--- config.mk ---
export PLATFORM = sky130hd
export DESIGN_NAME = mem_arbiter
export DESIGN_NICKNAME = d
export VERILOG_FILES = /design/src/rtl/mem_arbiter.sv
export SDC_FILE = /design/constraint.sdc
export NUM_CORES = 1
export LEC_CHECK = 0
export CORE_MARGIN = 8
export CORE_UTILIZATION = 43
export DETAILED_ROUTE_END_ITERATION = 8
export GPL_TIMING_DRIVEN = 0
export PLACE_DENSITY = 0.83
export SYNTH_ARGS = -nofsm -noshare
export SYNTH_HDL_FRONTEND = slang
export SYNTH_SLANG_ARGS = --single-unit
--- constraint.sdc ---
create_clock -name clk -period 9.8 [get_ports clk]
set_input_delay 1.96 -clock clk [delete_from_list [all_inputs] [get_ports clk]]
set_output_delay 1.96 -clock clk [all_outputs]
set_load 0.1 [all_outputs]
--- src/rtl/mem_arbiter.sv ---
// Two-port memory arbiter: instruction fetch and load/store share one request/ack bus.
// Optional bus-ack timeout is compiled in with `define MEM_ARB_TIMEOUT_EN.
module mem_arbiter #(
  parameter bit          LS_PRIO     = 1'b1,
  parameter int unsigned TIMEOUT_CYC = 255
) (
  input  logic        clk,
  input  logic        rst,
  // fetch port
  input  logic        if_req_i,
  input  logic [31:0] if_addr_i,
  output logic [31:0] if_rdata_o,
  output logic        if_ack_o,
  // load/store port
  input  logic        ls_req_i,
  input  logic        ls_wen_i,
  input  logic [31:0] ls_addr_i,
  input  logic [31:0] ls_wdata_i,
  input  logic [3:0]  ls_wmask_i,
  output logic [31:0] ls_rdata_o,
  output logic        ls_ack_o,
  // shared bus
  output logic        bus_sel_o,
  output logic        bus_wen_o,
  output logic [31:0] bus_addr_o,
  output logic [31:0] bus_wdata_o,
  output logic [3:0]  bus_wmask_o,
  input  logic [31:0] bus_rdata_i,
  input  logic        bus_ack_i,
  // status
  output logic        busy_o,
  output logic        err_o
);

  if (TIMEOUT_CYC < 1 || TIMEOUT_CYC > 255) begin : g_bad_timeout
    $error("mem_arbiter: TIMEOUT_CYC must be in 1..255");
  end

  typedef enum logic [1:0] {
    IDLE     = 2'd0,
    GRANT_IF = 2'd1,
    GRANT_LS = 2'd2
  } state_e;

  state_e      state_q,     state_d;
  logic        bus_sel_q,   bus_sel_d;
  logic        bus_wen_q,   bus_wen_d;
  logic [31:0] bus_addr_q,  bus_addr_d;
  logic [31:0] bus_wdata_q, bus_wdata_d;
  logic [3:0]  bus_wmask_q, bus_wmask_d;
  logic [31:0] if_rdata_q,  if_rdata_d;
  logic        if_ack_q,    if_ack_d;
  logic [31:0] ls_rdata_q,  ls_rdata_d;
  logic        ls_ack_q,    ls_ack_d;
  logic        busy_q,      busy_d;
  logic        last_ls_q,   last_ls_d;

  logic        done;
  logic [31:0] done_rdata;
  logic        ls_wins;

`ifdef MEM_ARB_TIMEOUT_EN
  localparam logic [7:0] TIMEOUT_LAST = 8'(TIMEOUT_CYC - 1);
  logic [7:0] cnt_q, cnt_d;
  logic       err_q, err_d;
`endif

  // LS wins a tie under fixed priority, or under round-robin when fetch had the last grant.
  assign ls_wins = ls_req_i && (!if_req_i || LS_PRIO || !last_ls_q);

  always_comb begin
    // NOTE: every signal gets a default before the case so no latch is inferred.
    state_d     = state_q;
    bus_sel_d   = bus_sel_q;
    bus_wen_d   = bus_wen_q;
    bus_addr_d  = bus_addr_q;
    bus_wdata_d = bus_wdata_q;
    bus_wmask_d = bus_wmask_q;
    if_rdata_d  = if_rdata_q;
    ls_rdata_d  = ls_rdata_q;
    if_ack_d    = 1'b0;
    ls_ack_d    = 1'b0;
    busy_d      = busy_q;
    last_ls_d   = last_ls_q;
    done        = 1'b0;
    done_rdata  = bus_rdata_i;
`ifdef MEM_ARB_TIMEOUT_EN
    cnt_d       = cnt_q;
    err_d       = 1'b0;
`endif

    case (state_q)
      IDLE: begin
        if (ls_wins) begin
          state_d     = GRANT_LS;
          bus_sel_d   = 1'b1;
          busy_d      = 1'b1;
          bus_wen_d   = ls_wen_i;
          bus_addr_d  = ls_addr_i;
          bus_wdata_d = ls_wdata_i;
          bus_wmask_d = ls_wmask_i;
          last_ls_d   = 1'b1;
`ifdef MEM_ARB_TIMEOUT_EN
          cnt_d       = 8'd0;
`endif
        end else if (if_req_i) begin
          state_d     = GRANT_IF;
          bus_sel_d   = 1'b1;
          busy_d      = 1'b1;
          bus_wen_d   = 1'b0;
          bus_addr_d  = if_addr_i;
          bus_wdata_d = 32'h0;
          bus_wmask_d = 4'b0000;
          last_ls_d   = 1'b0;
`ifdef MEM_ARB_TIMEOUT_EN
          cnt_d       = 8'd0;
`endif
        end
      end
      GRANT_IF, GRANT_LS: begin
        if (bus_ack_i) begin
          done = 1'b1;
        end
`ifdef MEM_ARB_TIMEOUT_EN
        else if (cnt_q == TIMEOUT_LAST) begin
          done       = 1'b1;
          done_rdata = 32'hDEAD_BEEF;
          err_d      = 1'b1;
        end else begin
          cnt_d = cnt_q + 8'd1;
        end
`endif
      end
      default: state_d = IDLE;
    endcase

    // Bus address/data are left as captured; only sel drops when a transfer ends.
    if (done) begin
      state_d   = IDLE;
      bus_sel_d = 1'b0;
      busy_d    = 1'b0;
      if (state_q == GRANT_LS) begin
        ls_rdata_d = done_rdata;
        ls_ack_d   = 1'b1;
      end else begin
        if_rdata_d = done_rdata;
        if_ack_d   = 1'b1;
      end
    end
  end

  // NOTE: sequential state uses non-blocking assignments so all flops update together.
  always_ff @(posedge clk or posedge rst) begin
    if (rst) begin
      state_q     <= IDLE;
      bus_sel_q   <= 1'b0;
      bus_wen_q   <= 1'b0;
      bus_addr_q  <= 32'h0;
      bus_wdata_q <= 32'h0;
      bus_wmask_q <= 4'b0000;
      if_rdata_q  <= 32'h0;
      if_ack_q    <= 1'b0;
      ls_rdata_q  <= 32'h0;
      ls_ack_q    <= 1'b0;
      busy_q      <= 1'b0;
      last_ls_q   <= 1'b0;
`ifdef MEM_ARB_TIMEOUT_EN
      cnt_q       <= 8'd0;
      err_q       <= 1'b0;
`endif
    end else begin
      state_q     <= state_d;
      bus_sel_q   <= bus_sel_d;
      bus_wen_q   <= bus_wen_d;
      bus_addr_q  <= bus_addr_d;
      bus_wdata_q <= bus_wdata_d;
      bus_wmask_q <= bus_wmask_d;
      if_rdata_q  <= if_rdata_d;
      if_ack_q    <= if_ack_d;
      ls_rdata_q  <= ls_rdata_d;
      ls_ack_q    <= ls_ack_d;
      busy_q      <= busy_d;
      last_ls_q   <= last_ls_d;
`ifdef MEM_ARB_TIMEOUT_EN
      cnt_q       <= cnt_d;
      err_q       <= err_d;
`endif
    end
  end

  assign bus_sel_o   = bus_sel_q;
  assign bus_wen_o   = bus_wen_q;
  assign bus_addr_o  = bus_addr_q;
  assign bus_wdata_o = bus_wdata_q;
  assign bus_wmask_o = bus_wmask_q;
  assign if_rdata_o  = if_rdata_q;
  assign if_ack_o    = if_ack_q;
  assign ls_rdata_o  = ls_rdata_q;
  assign ls_ack_o    = ls_ack_q;
  assign busy_o      = busy_q;
`ifdef MEM_ARB_TIMEOUT_EN
  assign err_o       = err_q;
`else
  assign err_o       = 1'b0;
`endif

endmodule

==> results.md <==
* Pins Over Slew Limit at 0
* Highest Clock Rate at 249 MHz
* Initial Utilization at 43.9%
* IO buf count at 274
* CTS Buffer Depth at 2
* Pre-antenna DRT Iters at 5
* Outcome: complete, no violations
* Final setup TNS at 0 ps
* Die W at 129 um
* First-pass GRT wire length at 27700 um
* Post_cts resized at 0
* Worst setup SP type: flip-flop
* Clock sink total at 138
* WL met2 at 9270 um
* Most frequent cells in the layout: clkdlybuf4s50_1, dfrtp_1, mux2_2, a22o_1, nor2_1
* DR WL/cell at 20.4 um
* Slew @ Worst Pin at 1050 ps
* Nets at 837
* # IOs at 276
* Cells after Synth at 402
* WP buf/inv at 2
* Top delay family on crit path: buffers and inverters
* Synthesized area per cell at 13.7 um2
* Clk root buf: clkbuf_16
* WL met1 at 6420 um
* YS warnings at 0
* Vias in the first global route at 5047
* Die ar. at 16700 um2
* DP Wirelength at 13700 um
* Min-Delay Path Class: reg2reg
* Via count at 4643
* Cells along the critical path: buf_4 -> clkdlybuf4s50_1
* Core area at 12600 um2
* Worst Skew at 7.59 ps
* CTS tree: done
* Clk pin slew, worst setup/hold paths at 50 ps
* Area growth from synthesis to layout at 64.8%
* Layout cells sized above 1 at 18.2%
* Maxcap violations at 0
* Yosys reg bits at 138
* Final worst-path cycle share at 40.9%
* Worst Path Arrival at 2050 ps
* Vias per cell at 5.27
* Post-synthesis sequential area ratio at 62.6%
* Row count at 41
* Kind of critical path: reg2out
* Gr ovfl total at 0
* H-Tree Depth at 4
* Synthesized Nets at 543
* Slew Limit Headroom at 30.0%
* # hold bufs at CTS at 0
* Highest routed layer: met4
* Post-synth cell types at 28
* Drt drc at 0
* Met3 wire len at 1800 um
* Worst setup EP type: output port
* # setup viols final at 0
* Slowest CP cell: clkdlybuf4s50_1
* Antenna Nets Post-Route at 0
* RSZ-0062 raised after global routing: false
* Hold slack at 500 ps
* Largest net degree at the start of global routing at 71
* Synth Cell Area at 5520 um2
* CP max stage delay at 1120 ps
* Initial DRC count at 253
* Min cycle time layout at 4010 ps
* Die height at 129 um
* Placer congestion estimate at 0.823
* Worst-path fanout max at 3
* Clk_lat worst skew at 410 ps
* Hold Vio Cnt, Final at 0
* Commonest non-fill, non-tap cell in the layout: clkdlybuf4s50_1
* Setup bufs post-CTS at 0
* Antenna cells at 0
* Num CTS Buffers at 17
* Worst Path Required at 7840 ps
* GRT Total Usage at 21.5%
* Drt total wl at 17900 um
* Antenna violations before repair at 0
-- routing by layer --
metal	global-route usage, %	vias to the layer above
li1	-	2088
met1	22.6	2275
met2	37.9	240
met3	8.05	40
met4	9.47	0
met5	0	-
-- registers in the layout, indices dropped and copies added (netlist names) --
register and flops:
busy_o 1, ls_rdata_o 32, if_rdata_o 32, if_ack_o 1
bus_addr_o 32, bus_wen_o 1, bus_wdata_o 32, ls_ack_o 1
state_q 2, bus_wmask_o 4
-- per-stage QoR --
stage / util (%) / instance area, um2 / setup slack [ps] / instances
3_3_place_gp: 67.4 / 8470 / 2430 / 848
4_1_cts: 72.3 / 9090 / 5770 / 881
6_report: 72.3 / 9090 / 5790 / 881
5_1_grt: 72.3 / 9090 / 5740 / 881
2_1_floorplan: - / 5520 / 4140 / 402
3_5_place_dp: 67.7 / 8510 / 6210 / 849
-- cells in the mapped netlist --
master | count | area share, %
nand2b_1 | 6 | 0.68
buf_2 | 14 | 1.3
nor3b_1 | 6 | 0.82
buf_1 | 1 | 0.068
nand3b_2 | 1 | 0.20
inv_1 | 7 | 0.48
buf_6 | 5 | 1.0
clkbuf_1 | 1 | 0.068
o21a_1 | 1 | 0.14
buf_4 | 9 | 1.2
nor3_1 | 12 | 1.1
dfrtp_1 | 138 | 63
a21oi_1 | 2 | 0.18
nand2_1 | 1 | 0.068
o32ai_1 | 23 | 3.7
nand2_4 | 1 | 0.20
a22o_1 | 37 | 5.9
and2_1 | 1 | 0.11
conb_1 | 1 | 0.068
mux2_2 | 64 | 13
a32o_1 | 1 | 0.18
or2_1 | 1 | 0.11
nor2_1 | 33 | 2.2
ha_1 | 3 | 0.68
nand3_2 | 1 | 0.18
nand2_2 | 1 | 0.11
o22ai_1 | 30 | 3.4
mux2i_1 | 1 | 0.18
-- cell families after synthesis --
kind of cell / synth area share [%]
flip-flops: 62.6
other: 0.0680
multiplexers: 13.2
AND/OR/NAND/NOR: 5.83
buffers and inverters: 4.13
AO/OA/AOI/OAI: 13.4
adder cells (fa/ha/maj): 0.681
-- area by class of cell --
type / count / area [um2]
Buffer: 30 / 201
Clock buffer: 23 / 498
Clock inverter: 9 / 87.6
Fill cell: 849 / 3480
Inverter: 7 / 31.3
Multi-Input combinational cell: 227 / 1830
Sequential cell: 138 / 3450
Tap cell: 172 / 215
Timing Repair Buffer: 275 / 2770
-- final timing paths --
path,start,end,slack (ps),cells past startpoint
max in group asynchronous,rst,ls_rdata_o[29],7000,3
min in group asynchronous,rst,bus_wdata_o[8],2040,2
setup / recovery,busy_o,busy_o,5790,2
setup reg to reg,state_q[0],bus_addr_o[15],8030,7
hold / removal,if_rdata_o[24],if_rdata_o[24],500,1
hold reg to reg,if_rdata_o[24],if_rdata_o[24],500,1
Power is left out: the tool's default activity adds up to more than one toggle a clock period on the data nets, which glitch-free logic cannot reach.
